### src/rtl/dlx_pkg.sv
// DLX shared decode definitions: opcodes, class masks, ID state encoding.
// Also provides the field decoder used by the decode stage.
package dlx_pkg;

  localparam logic [5:0] OP_RTYPE = 6'h00;
  localparam logic [5:0] OP_J     = 6'h02;
  localparam logic [5:0] OP_JAL   = 6'h03;
  localparam logic [5:0] OP_BEQZ  = 6'h04;
  localparam logic [5:0] OP_BNEZ  = 6'h05;
  localparam logic [5:0] OP_ANDI  = 6'h0C;
  localparam logic [5:0] OP_ORI   = 6'h0D;
  localparam logic [5:0] OP_XORI  = 6'h0E;

  localparam logic [2:0] LOAD_CLASS  = 3'b100;
  localparam logic [2:0] STORE_CLASS = 3'b101;

  localparam logic [4:0] LINK_REGISTER = 5'd31;

  typedef enum logic {
    ST_NORMAL     = 1'b0,
    ST_LOAD_STALL = 1'b1
  } id_state_e;

  typedef struct packed {
    logic [5:0] opcode;
    logic [5:0] func;
    logic [4:0] rs1;
    logic [4:0] rs2;
    logic [4:0] rd;
    logic       reg_write;
    logic       is_load;
    logic       is_store;
    logic       rs2_used;
    logic       is_jump;
    logic       zext;
  } dec_t;

  function automatic dec_t decode(input logic [31:0] ins);
    dec_t d;
    logic is_r;
    logic is_jal;
    logic is_br;
    d.opcode   = ins[31:26];
    d.rs1      = ins[25:21];
    d.rs2      = ins[20:16];
    is_r       = (d.opcode == OP_RTYPE);
    is_jal     = (d.opcode == OP_JAL);
    is_br      = (d.opcode == OP_BEQZ) ||
                 (d.opcode == OP_BNEZ);
    d.is_jump  = (d.opcode == OP_J) || is_jal;
    d.zext     = (d.opcode == OP_ANDI) ||
                 (d.opcode == OP_ORI)  ||
                 (d.opcode == OP_XORI);
    d.is_load  = (d.opcode[5:3] == LOAD_CLASS);
    d.is_store = (d.opcode[5:3] == STORE_CLASS);
    d.func     = is_r ? ins[5:0] : 6'd0;
    unique case (1'b1)
      is_r:    d.rd = ins[15:11];
      is_jal:  d.rd = LINK_REGISTER;
      default: d.rd = ins[20:16];
    endcase
    d.rs2_used  = is_r || d.is_store || is_br;
    d.reg_write = !((d.opcode == OP_J) ||
                    d.is_store || is_br) &&
                  (d.rd != 5'd0);
    return d;
  endfunction

endpackage

### src/rtl/id_stage_forward_mux.sv
// Single-operand bypass select: zero register, then EX, MEM, WB,
// and finally the register bank value.
module forward_mux #(
  parameter int DW = 32,
  parameter int AW = 5
) (
  input  logic [AW-1:0] src_i,
  input  logic          ex_we_i,
  input  logic [AW-1:0] ex_rd_i,
  input  logic          ex_load_i,
  input  logic [DW-1:0] ex_data_i,
  input  logic          mem_we_i,
  input  logic [AW-1:0] mem_rd_i,
  input  logic [DW-1:0] mem_data_i,
  input  logic          wb_we_i,
  input  logic [AW-1:0] wb_rd_i,
  input  logic [DW-1:0] wb_data_i,
  input  logic [DW-1:0] bank_i,
  output logic [DW-1:0] data_o
);

  logic hit_ex;
  logic hit_mem;
  logic hit_wb;

  // A load in EX has no value yet; it is handled by the stall.
  assign hit_ex  = ex_we_i && (ex_rd_i == src_i) &&
                   !ex_load_i;
  assign hit_mem = mem_we_i && (mem_rd_i == src_i);
  assign hit_wb  = wb_we_i && (wb_rd_i == src_i);

  always_comb begin
    data_o = bank_i;
    if (src_i == '0) begin
      data_o = '0;
    end else if (hit_ex) begin
      data_o = ex_data_i;
    end else if (hit_mem) begin
      data_o = mem_data_i;
    end else if (hit_wb) begin
      data_o = wb_data_i;
    end
  end

endmodule

### src/rtl/id_stage.sv
// DLX decode stage: field decode, operand bypass, load-use stall,
// and the ID/EX pipeline register.
module id_stage
  import dlx_pkg::*;
#(
  parameter int DATA_WIDTH    = 32,
  parameter int ADDRESS_WIDTH = 5,
  parameter int PC_WIDTH      = 32
) (
  input  logic                     clk,
  input  logic                     rst_n,
  input  logic                     if_valid,
  input  logic [31:0]              if_instruction,
  input  logic [PC_WIDTH-1:0]      if_pc,
  output logic                     id_stall,
  input  logic                     flush,
  input  logic                     ex_stall,
  output logic [ADDRESS_WIDTH-1:0] read_address_1,
  output logic [ADDRESS_WIDTH-1:0] read_address_2,
  input  logic [DATA_WIDTH-1:0]    read_data_1,
  input  logic [DATA_WIDTH-1:0]    read_data_2,
  input  logic [ADDRESS_WIDTH-1:0] ex_rd,
  input  logic [ADDRESS_WIDTH-1:0] mem_rd,
  input  logic [ADDRESS_WIDTH-1:0] wb_rd,
  input  logic                     ex_reg_write,
  input  logic                     mem_reg_write,
  input  logic                     wb_reg_write,
  input  logic                     ex_is_load,
  input  logic [DATA_WIDTH-1:0]    ex_result,
  input  logic [DATA_WIDTH-1:0]    mem_result,
  input  logic [DATA_WIDTH-1:0]    wb_result,
  output logic                     id_valid,
  output logic [5:0]               id_opcode,
  output logic [5:0]               id_func,
  output logic [ADDRESS_WIDTH-1:0] id_rd,
  output logic                     id_reg_write,
  output logic                     id_is_load,
  output logic                     id_is_store,
  output logic [DATA_WIDTH-1:0]    id_operand_a,
  output logic [DATA_WIDTH-1:0]    id_operand_b,
  output logic [DATA_WIDTH-1:0]    id_immediate,
  output logic [PC_WIDTH-1:0]      id_pc
);

  dec_t                     dec;
  logic [ADDRESS_WIDTH-1:0] rs1;
  logic [ADDRESS_WIDTH-1:0] rs2;
  logic [ADDRESS_WIDTH-1:0] rd;
  logic [DATA_WIDTH-1:0]    imm;
  logic [DATA_WIDTH-1:0]    opa;
  logic [DATA_WIDTH-1:0]    opb;
  logic                     load_in_ex;
  logic                     hazard;
  logic                     bubble;

  id_state_e                state_q;
  logic                     valid_q;
  logic                     rw_q;
  logic                     ld_q;
  logic                     st_q;
  logic [5:0]               opc_q;
  logic [5:0]               fn_q;
  logic [ADDRESS_WIDTH-1:0] rd_q;
  logic [DATA_WIDTH-1:0]    opa_q;
  logic [DATA_WIDTH-1:0]    opb_q;
  logic [DATA_WIDTH-1:0]    imm_q;
  logic [PC_WIDTH-1:0]      pc_q;

  assign dec = decode(if_instruction);
  assign rs1 = ADDRESS_WIDTH'(dec.rs1);
  assign rs2 = ADDRESS_WIDTH'(dec.rs2);
  assign rd  = ADDRESS_WIDTH'(dec.rd);

  assign read_address_1 = rs1;
  assign read_address_2 = rs2;

  always_comb begin
    imm = DATA_WIDTH'($signed(if_instruction[15:0]));
    unique case (1'b1)
      dec.is_jump:
        imm = DATA_WIDTH'($signed(if_instruction[25:0]));
      dec.zext:
        imm = DATA_WIDTH'(if_instruction[15:0]);
      default: ;
    endcase
  end

  forward_mux #(
    .DW (DATA_WIDTH),
    .AW (ADDRESS_WIDTH)
  ) u_fwd_a (
    .src_i      (rs1),
    .ex_we_i    (ex_reg_write),
    .ex_rd_i    (ex_rd),
    .ex_load_i  (ex_is_load),
    .ex_data_i  (ex_result),
    .mem_we_i   (mem_reg_write),
    .mem_rd_i   (mem_rd),
    .mem_data_i (mem_result),
    .wb_we_i    (wb_reg_write),
    .wb_rd_i    (wb_rd),
    .wb_data_i  (wb_result),
    .bank_i     (read_data_1),
    .data_o     (opa)
  );

  forward_mux #(
    .DW (DATA_WIDTH),
    .AW (ADDRESS_WIDTH)
  ) u_fwd_b (
    .src_i      (rs2),
    .ex_we_i    (ex_reg_write),
    .ex_rd_i    (ex_rd),
    .ex_load_i  (ex_is_load),
    .ex_data_i  (ex_result),
    .mem_we_i   (mem_reg_write),
    .mem_rd_i   (mem_rd),
    .mem_data_i (mem_result),
    .wb_we_i    (wb_reg_write),
    .wb_rd_i    (wb_rd),
    .wb_data_i  (wb_result),
    .bank_i     (read_data_2),
    .data_o     (opb)
  );

  assign load_in_ex = ex_is_load && ex_reg_write &&
                      (ex_rd != '0);
  assign hazard = if_valid && load_in_ex &&
                  ((ex_rd == rs1) ||
                   (dec.rs2_used && (ex_rd == rs2)));
  // After one stall the load sits in MEM and is bypassed.
  assign bubble = (state_q == ST_NORMAL) && hazard;

  assign id_stall = ex_stall || (!flush && bubble);

  always_ff @(posedge clk or negedge rst_n) begin
    if (!rst_n) begin
      state_q <= ST_NORMAL;
      valid_q <= 1'b0;
      rw_q    <= 1'b0;
      ld_q    <= 1'b0;
      st_q    <= 1'b0;
      opc_q   <= '0;
      fn_q    <= '0;
      rd_q    <= '0;
      opa_q   <= '0;
      opb_q   <= '0;
      imm_q   <= '0;
      pc_q    <= '0;
    end else if (!ex_stall) begin
      if (flush || bubble) begin
        state_q <= flush ? ST_NORMAL : ST_LOAD_STALL;
        valid_q <= 1'b0;
        rw_q    <= 1'b0;
        ld_q    <= 1'b0;
        st_q    <= 1'b0;
        opc_q   <= '0;
        fn_q    <= '0;
        rd_q    <= '0;
        opa_q   <= '0;
        opb_q   <= '0;
        imm_q   <= '0;
        pc_q    <= '0;
      end else begin
        state_q <= ST_NORMAL;
        valid_q <= if_valid;
        rw_q    <= if_valid && dec.reg_write;
        ld_q    <= if_valid && dec.is_load;
        st_q    <= if_valid && dec.is_store;
        opc_q   <= dec.opcode;
        fn_q    <= dec.func;
        rd_q    <= rd;
        opa_q   <= opa;
        opb_q   <= opb;
        imm_q   <= imm;
        pc_q    <= if_pc;
      end
    end
  end

  assign id_valid     = valid_q;
  assign id_reg_write = rw_q;
  assign id_is_load   = ld_q;
  assign id_is_store  = st_q;
  assign id_opcode    = opc_q;
  assign id_func      = fn_q;
  assign id_rd        = rd_q;
  assign id_operand_a = opa_q;
  assign id_operand_b = opb_q;
  assign id_immediate = imm_q;
  assign id_pc        = pc_q;

endmodule

### config.mk
export PLATFORM = sky130hd
export DESIGN_NAME = id_stage
export DESIGN_NICKNAME = d
export VERILOG_FILES = /design/src/rtl/dlx_pkg.sv /design/src/rtl/id_stage_forward_mux.sv /design/src/rtl/id_stage.sv
export SDC_FILE = /design/constraint.sdc
export NUM_CORES = 1
export LEC_CHECK = 0
export CAP_MARGIN = 20
export CORE_AREA = 2 2 156 158
export CTS_CLUSTER_SIZE = 8
export DETAILED_ROUTE_END_ITERATION = 10
export DIE_AREA = 0 0 158 160
export PLACE_DENSITY_LB_ADDON = 0.3
export SYNTH_ARGS = -nofsm -noshare
export SYNTH_HDL_FRONTEND = slang
export SYNTH_SLANG_ARGS = --single-unit
### constraint.sdc
create_clock -name clk -period 2.3 [get_ports clk]
set_input_delay 0.46 -clock clk [delete_from_list [all_inputs] [get_ports clk]]
set_output_delay 0.46 -clock clk [all_outputs]
set_load 0.02 [all_outputs]
# [Word-level counts from Yosys, hierarchy flattened]
# Cells that the tools add are included.
[word_totals] out_inout_bits=160 regBits=150 wordCells=90 input_bits=248
[classes] reduce_logical=38 n_mux=24 eq_ne=15 bitwise_logic=1
[op_table] operator="$mux W32" n=12
[op_table] operator="$pmux W32 S2" n=1
[op_table] operator="$eq A5 B5 Y1" n=6
[op_table] operator="$logic_and A1 B1 Y1" n=19
[op_table] operator="$eq A6 B4 Y1 const B" n=3
[op_table] operator="$mux W6" n=3
[op_table] operator="$eq A6 B2 Y1 const B" n=2
[op_table] operator="$eq A6 B3 Y1 const B" n=2
[op_table] operator="$logic_or A1 B1 Y1" n=11
[op_table] operator="$logic_not A5 Y1" n=2
[op_table] operator="$pmux W5 S2" n=1
[op_table] operator="$reduce_bool A5 Y1" n=2
[op_table] operator="$eq A3 B3 Y1 const B" n=2
[op_table] operator="$logic_not A6 Y1" n=1
[op_table] operator="$mux W1" n=6
[op_table] operator="$mux W5" n=1
[op_table] operator="$logic_not A1 Y1" n=3
[op_table] operator="$not A1 Y1" n=1

# [Longest topological paths before layout]
# Gate-level depths: netlist of run 1.
[logic_depth] ltp_word=9 depth_mapped=9 mapped_depth_nobuf=6

# [Modules after synthesis]
# Synthesis of run 1 repeated with hierarchy kept, for this count alone.
[hier_totals] hier_cells=773 hier_area_um2=8476.9
[modules_own_cells] module="id_stage" n_inst=1 seq_area_each_um2=3603.5 area_per_inst_um2=5651.7 cells_per_inst=431
[modules_own_cells] module="forward_mux" n_inst=2 seq_area_each_um2=0.0 area_per_inst_um2=1412.6 cells_per_inst=171

# [Worst setup path after synthesis of run 1]
# Ideal clock, no wire load.
[synth_path] kind="input to register" start="input ex_rd[0]" end="register rd_q[0], in the netlist id_rd[0]" slack_ps=-29 t_arrival_ps=2264 path_buffers=2 path_stages=8 t_required_ps=2234 setup_ps=66 path_cell_list="or4_1 > o21ai_1 > a2111oi_2 > a2111oi_4 > buf_2 > buf_2 > o21ai_0 > nand2_1"
[synth_between] elab_chain_cells=7 word_cells_on_any_way=11 cone_classes="eq/ne: 2; mux: 1; reduce/logical: 8"
[synth_lines] element="start, declared" line="id_stage.sv:22" rtl="input logic [ADDRESS_WIDTH-1:0] ex_rd,"
[synth_lines] element="$eq A5 B5 Y1 / $reduce_bool A5 Y1 (equally long branches)" line="id_stage.sv:130, id_stage.sv:127"
[synth_lines] element="$logic_and A1 B1 Y1, on equally long branches" line="id_stage.sv:130, id_stage.sv:126"
[synth_lines] element="$logic_or A1 B1 Y1 / $logic_and A1 B1 Y1 (equally long branches)" line="id_stage.sv:129, id_stage.sv:128"
[synth_lines] element="$logic_and A1 B1 Y1 (*)" line="id_stage.sv:128" rtl="assign hazard = if_valid && load_in_ex &&"
[synth_lines] element="$logic_and A1 B1 Y1 (*)" line="id_stage.sv:132" rtl="assign bubble = (state_q == ST_NORMAL) && hazard;"
[synth_lines] element="$logic_or A1 B1 Y1 (*)" line="id_stage.sv:151" rtl="if (flush || bubble) begin"
[synth_lines] element="$mux W5 (*)" line="id_stage.sv:151"
[synth_lines] element="end signal, assigned" line="id_stage.sv:172" rtl="rd_q <= rd;"
[synth_lines] element="end, declared" line="id_stage.sv:63" rtl="logic [ADDRESS_WIDTH-1:0] rd_q;"
# Mark *: on every way between the ends. The rest lies on a longest branch, timed or not.
# A chain may end at the register's enable or synchronous reset.

# [Worst setup path after layout of run 1]
[layout_path] start="register state_q" end="output id_stall"
[layout_between] elab_chain_cells=4
[layout_lines] element="start, declared" line="id_stage.sv:56" rtl="id_state_e state_q;"
[layout_lines] element="start signal, assigned" line="id_stage.sv:152" rtl="state_q <= flush ? ST_NORMAL : ST_LOAD_STALL;"
[layout_lines] element="$not A1 Y1" line="id_stage.sv:132"
[layout_lines] element="$logic_and A1 B1 Y1" line="id_stage.sv:132"
[layout_lines] element="$logic_and A1 B1 Y1" line="id_stage.sv:134" rtl="assign id_stall = ex_stall || (!flush && bubble);"
[layout_lines] element="$logic_or A1 B1 Y1" line="id_stage.sv:134"
[layout_lines] element="end, declared" line="id_stage.sv:15" rtl="output logic id_stall,"
# No other way between the ends.

==> impl_metrics.ini, run 1 <==
[clock_tree]
cts_tree = yes
htree_levels = 4
cts.sinks = 144
clkLatencyLatePin_ps = 410
cts_root_buf = clkbuf_16
clk_pin_slew_ps = 70
cts_buffer_depth = 2
numCtsBuffers = 17

[grt]
antenna_found_initial = 0
grt_usage = 0.2706
busiest_layer = met2
first_global_vias = 9288
grt_use_met3 = 0.06920
met1_usage = 0.3363
grt_max_degree = 95
overflow = 0
grtUsageMet2 = 0.4451
grt_pass1_wl_um = 52920

[timing]
drv_slew = 0
fmax_mhz = 408.8
grt_setup_unrepaired = yes
setup_viol = 20
period_share = 1.064
fin_crit_ps = 2446
finalHoldViolations = 0
fin_skew_ps = 8.815
slew_headroom = 0.6054
holdWs_ps = 434.3
max_slew.worst_pin.slew_ps = 590.6
worst_slack_ps = -146.1

[power]
pwr-share-comb = 0.275
p_switching_mw = 2.475
p_int_mw = 5.517
power_mw = 7.992
seqPwrFrac = 0.356
peakVddDrop_mv = 0.3668
swShare = 0.3096
power.density_nw_per_um2 = 573.2
leakage_nw = 5.674
clock_power_share = 0.369

[run]
drv_cap = 0

[status]
status = finished with violations
violations = negative setup slack

[die]
std_cell_rows = 57
die-area_sq_um = 25280
core_sq_um = 23820
ios = 408
initial_core_util = 0.3374
die_h_um = 160
fp.dieW_um = 158

[synthesis]
synth_xor_area_frac = 0.03270
synth_edf_count = 0
yosysTopAreaCell = dfrtp_1
syn_nets = 1124
synthTopCellsByArea = dfrtp_1 45%, o211ai_1 9.0%, o21ai_0 7.1%, a22o_1 6.9%, a22oi_1 6.0%
synth_top_flop_cell = dfrtp_1
syn_area_sq_um = 8036
synth_cells = 876
synthAdderAreaFrac = 0
avgSynthCellArea_sq_um = 9.174
synth-compound-area-share = 0.3724
synth.most_common_cell = dfrtp_1
async_flop_share = 1.000
netlist.area_leader.share = 0.4484
ys_seq_area_frac = 0.4484
synth_mux_area_frac = 0.001401
synth_top_family_by_area = compound AO/OA/AOI/OAI gates
ys_seq_elements = 144
yosys_warnings = 0
yosys.area_share.simple = 0.08921
yosys-top-cells-count = 144 x dfrtp_1, 127 x nand2_1, 114 x o21ai_0
synth.distinct_cells = 40

[critical_path]
criticalPathCategory = reg -> out
worstPathArrival_ps = 1990
cp.required_ps = 1840
crit_path_start_kind = flop
slowest_delay_ps = 430
endpoint_kind = primary output
cp_slowest_cell = dfrtp_1
cp_max_fo = 2
crit_path_cell_trace = and4b_2, o21ai_4, a2111oi_4, buf_4, a21oi_4, o21bai_2, buf_6

[routing]
vias = 9086
wl_um = 35480
drt-pass1-iter-count = 5
ant_nets = 0
viasPerCell = 5.588
drt-initial-drc-count = 667
drc = 0
drt-wirelength-per-cell_um = 21.82

[worst_hold_path]
hold_path_class = in -> reg

[place]
place_congestion = 0.8921
hpwl_um = 24760
io_buffers = 407

[cells_and_area]
final_nets = 1537
antenna-diode-count = 0
final_layout_size_suffix_gt1_frac = 0.1505
area_growth_pct = 73.50
worst max-delay path, delay by kind of cell (launching register included):
kind,cells,cell delay [ps]
AO/OA/AOI/OAI,4,460
buffers and inverters,2,330
flip-flops,1,430
AND/OR/NAND/NOR,1,350
layout make-up:
class	count	area (sq um)
Clock inverter	15	193.9
Multi-Input combinational cell	629	4293
Fill cell	2058	9877
Timing Repair Buffer	496	5019
Tap cell	324	405.4
Clock buffer	17	425.4
Sequential cell	144	3603
Inverter	1	3.754
final timing paths:
check,start,end,slack [ps],cells after the start
worst max register to register,state_q,id_operand_a[23],80,10
min in group asynchronous,rst_n,id_operand_a[29],520,2
worst max-delay path,state_q,id_stall,-150,7
worst min-delay path,ex_stall,id_operand_a[30],430,3
worst min register to register,id_operand_a[10],id_operand_a[10],480,2
max in group asynchronous,rst_n,id_pc[19],1100,3
through the flow:
stage	instances	setup TNS [ps]	util	worst slack (ps)	instance area, sq um
floorplan	876	0	-	23.98	8043
global placement	1583	-63010	0.5427	-616.2	12930
detailed placement	1583	-64190	0.5427	-601.2	12930
CTS	1619	-181.2	0.5733	-181.2	13660
global route	1626	-2518	0.5854	-226.6	13940
finish	1626	-483.9	0.5854	-146.1	13940
placed cells by master (no fill, tap or decap), types with 20 or more instances in the layout:
cell / count
a22oi_1: 51
clkdlybuf4s50_1: 385
buf_4: 61
o21a_1: 32
o211ai_1: 96
nand2_1: 125
clkbuf_16: 20
dfrtp_1: 144
o21ai_2: 25
a22o_1: 63
a21boi_0: 33
o21ai_0: 81
what timing repair did:
action,in CTS,in global routing
setup endpoints to repair,73,16
buffers inserted,3,3
pin swaps,11,33
endpoints found under the hold margin,42,0
gates cloned,0,4
resized for setup,42,87
hold buffers,1,0
metal layers:
layer | routed length, um | part of all wire
met2 | 17120 | 0.48
met4 | 1107 | 0.031
met1 | 13720 | 0.39
met3 | 3535 | 0.10
met5 | 0 | 0
power groups by stage:
stage	sequential (mW)	combinational [mW]	clock, mW
final	2.84	2.20	2.95
after floorplan	3.12	0.590	0
after detailed placement	2.89	2.10	0
after global placement	2.88	2.09	0
after CTS	2.84	2.12	3.01
after global routing	2.86	2.34	3.11
cells by family (layout without fill, tap and decap cells):
kind of cell,after synthesis,in the layout
buffers and inverters,103,529
multiplexers,1,1
AO/OA/AOI/OAI,426,426
AND/OR/NAND/NOR,172,172
XOR/XNOR,30,30
flip-flops,144,144
registers in the layout (all words and copies together), names as in the netlist:
signal / count
id_operand_b: 32
id_is_load: 1
id_opcode: 6
id_rd: 5
id_valid: 1
id_immediate: 26
id_is_store: 1
state_q: 1
id_func: 6
id_reg_write: 1
id_pc: 32
id_operand_a: 32
No activity file was read; power rests on OpenSTA's default activity.
==> run 2: changes to the inputs <==
--- a/config.mk
+++ b/config.mk
@@ -5,6 +5,7 @@
 export SDC_FILE = /design/constraint.sdc
 export NUM_CORES = 1
 export LEC_CHECK = 0
+export ABC_CLOCK_PERIOD_IN_PS = 2300
 export CAP_MARGIN = 20
 export CORE_AREA = 2 2 156 158
 export CTS_CLUSTER_SIZE = 8
==> results of run 2 <==
No change in the layout: final DEF, timing and power equal those of run 1.
==> run 3: changes to the inputs <==
==> constraint.sdc (replaced) <==
create_clock -name clk -period 2.3 [get_ports clk]
set_input_delay 0.23 -clock clk [delete_from_list [all_inputs] [get_ports clk]]
set_output_delay 0.23 -clock clk [all_outputs]
set_load 0.02 [all_outputs]
==> run 3 against run 2 <==
- clock skew grew 4.9 ps
- the run now ends clean
- clock power down 1%
- non-clock buffer count shrank 14
- largest power group unchanged
- critical path type unchanged
- first-iteration DRC count fell by 5.8%
==> impl_metrics.ini, run 3 (same netlist as run 1, synthesis figures left out) <==
[die]
core_sq_um = 23820
std_cell_rows = 57
die-area_sq_um = 25280
ios = 408
die_h_um = 160
initial_core_util = 0.3374
fp.dieW_um = 158

[critical_path]
cp.required_ps = 2070
worstPathArrival_ps = 2040
ff2ff_setup_slack_ps = 260
crit_family = compound AO/OA/AOI/OAI gates
reg2reg_depth = 8
crit-reg2reg-launch = state_q
criticalPathCategory = reg -> out
cp_num_buf_inv = 1
timing.rr.end = id_func[2]
crit_path_cell_trace = and4b_1, o21ai_2, a2111oi_4, a21oi_2, o21bai_1, buf_4
slowest_delay_ps = 420
endpoint_kind = primary output
crit_path_start_kind = flop
cp_slowest_cell = a2111oi_4
cp_max_fo = 3

[cells_and_area]
antenna-diode-count = 0
area_growth_pct = 68.74
fin_cells = 1612
final_nets = 1523
final_cell_area_sq_um = 13560
final_layout_size_suffix_gt1_frac = 0.09627
final_cell_mix = 404 x clkdlybuf4s50_1, 144 x dfrtp_1, 126 x nand2_1, 114 x o21ai_0, 96 x o211ai_1
final_common_cell = clkdlybuf4s50_1

[timing]
grt_setup_unrepaired = yes
slew_headroom = 0.6975
drv_slew = 0
max_slew.worst_pin.slew_ps = 453.8
fin_crit_ps = 2268
fmax_mhz = 440.9
setup_viol = 0
fin_skew_ps = 13.75
finalHoldViolations = 0
period_share = 0.9862

[routing]
wl_met2_um = 17270
routed.top_layer = met5
viasPerCell = 5.531
vias = 8916
met3WireLength_um = 3297
drt-pass1-iter-count = 5
drt-initial-drc-count = 628
drt-wirelength-per-cell_um = 21.48
wl_met1_um = 13250
wl_um = 34630
ant_nets = 0
drc = 0

[grt]
grt_pass1_wl_um = 52410
antenna_found_initial = 1
grt_usage = 0.2700
first_global_vias = 9174
grt_max_degree = 75
overflow = 0

[place]
place_area_sq_um = 12890
place_congestion = 0.8519
place_inst = 1578
io_buffers = 407
hpwl_um = 25030

[power]
power.density_nw_per_um2 = 579.7
peakVddDrop_mv = 0.4129
power_mw = 7.861
leakage_nw = 5.473

[clock_tree]
htree_levels = 4
clk_pin_slew_ps = 60
cts_root_buf = clkbuf_16
cts.sinks = 144
numCtsBuffers = 17
clkLatencyLatePin_ps = 430
cts_tree = yes
cts_buffer_depth = 2

[worst_hold_path]
hold_path_class = in -> reg
min_from = ex_stall
holdPathEnd = id_valid
hold_path_depth = 3

[run]
drv_cap = 0

[status]
status = completed
[run 3: metrics by stage]
stage / util / worst slack (ps) / setup TNS, ps / hold slack [ps]
final: 0.5693 / 31.79 / 0 / 213.0
after global routing: 0.5693 / -65.56 / -65.56 / 214.0
after CTS: 0.5684 / 0.7356 / 0 / 194.0
after detailed placement: 0.5412 / -364.2 / -34390 / 186.3
after global placement: 0.5412 / -300.0 / -31460 / 189.2
after floorplan: - / 200.9 / 0 / -65.59
[run 3: final cells by class]
class	instances	area (sq um)
Fill cell	2153	10260
Timing Repair Buffer	482	4890
Multi-Input combinational cell	629	4043
Sequential cell	144	3603
Clock buffer	20	466.7
Tap cell	324	405.4
Clock inverter	12	148.9
Inverter	1	3.754
[run 3: worst max path at each step]
stage	start	endpoint	slack, ps	cells past startpoint
finish	state_q	id_stall	30	6
global route	state_q	id_stall	-70	6
CTS	state_q	id_stall	0.7	6
detailed placement	ex_rd[0]	id_operand_a[10]	-360	9
global placement	ex_rd[0]	id_operand_a[18]	-300	9
floorplan	ex_rd[0]	id_rd[0]	200	8
[run 3: repair_timing]
action / CTS / global route
setup endpoints to repair: 1 / 75
pin swaps: 0 / 1
setup buffers: 0 / 1
gates resized for setup: 3 / 4
endpoints found under the hold margin: 41 / 0
hold buffers: 1 / 0
[run 3: power by group]
group / switching (mW) / internal (mW) / total, mW
sequential: 0.124 / 2.73 / 2.85
combinational: 1.01 / 1.09 / 2.10
clock: 1.19 / 1.71 / 2.91
[run 3: per-layer routing]
layer	up-vias	global-route usage
met5	-	0
met4	2	0.08722
met3	56	0.08114
met2	437	0.4684
met1	4351	0.3172
li1	4070	-
[run 3: worst register-to-register path: cells and delay by family, from the launching register on]
| family | cells | cell delay (ps) |
|---|---|---|
| flops | 1 | 370 |
| buf+inv | 2 | 330 |
| simple gates | 2 | 430 |
| compound gates | 4 | 790 |
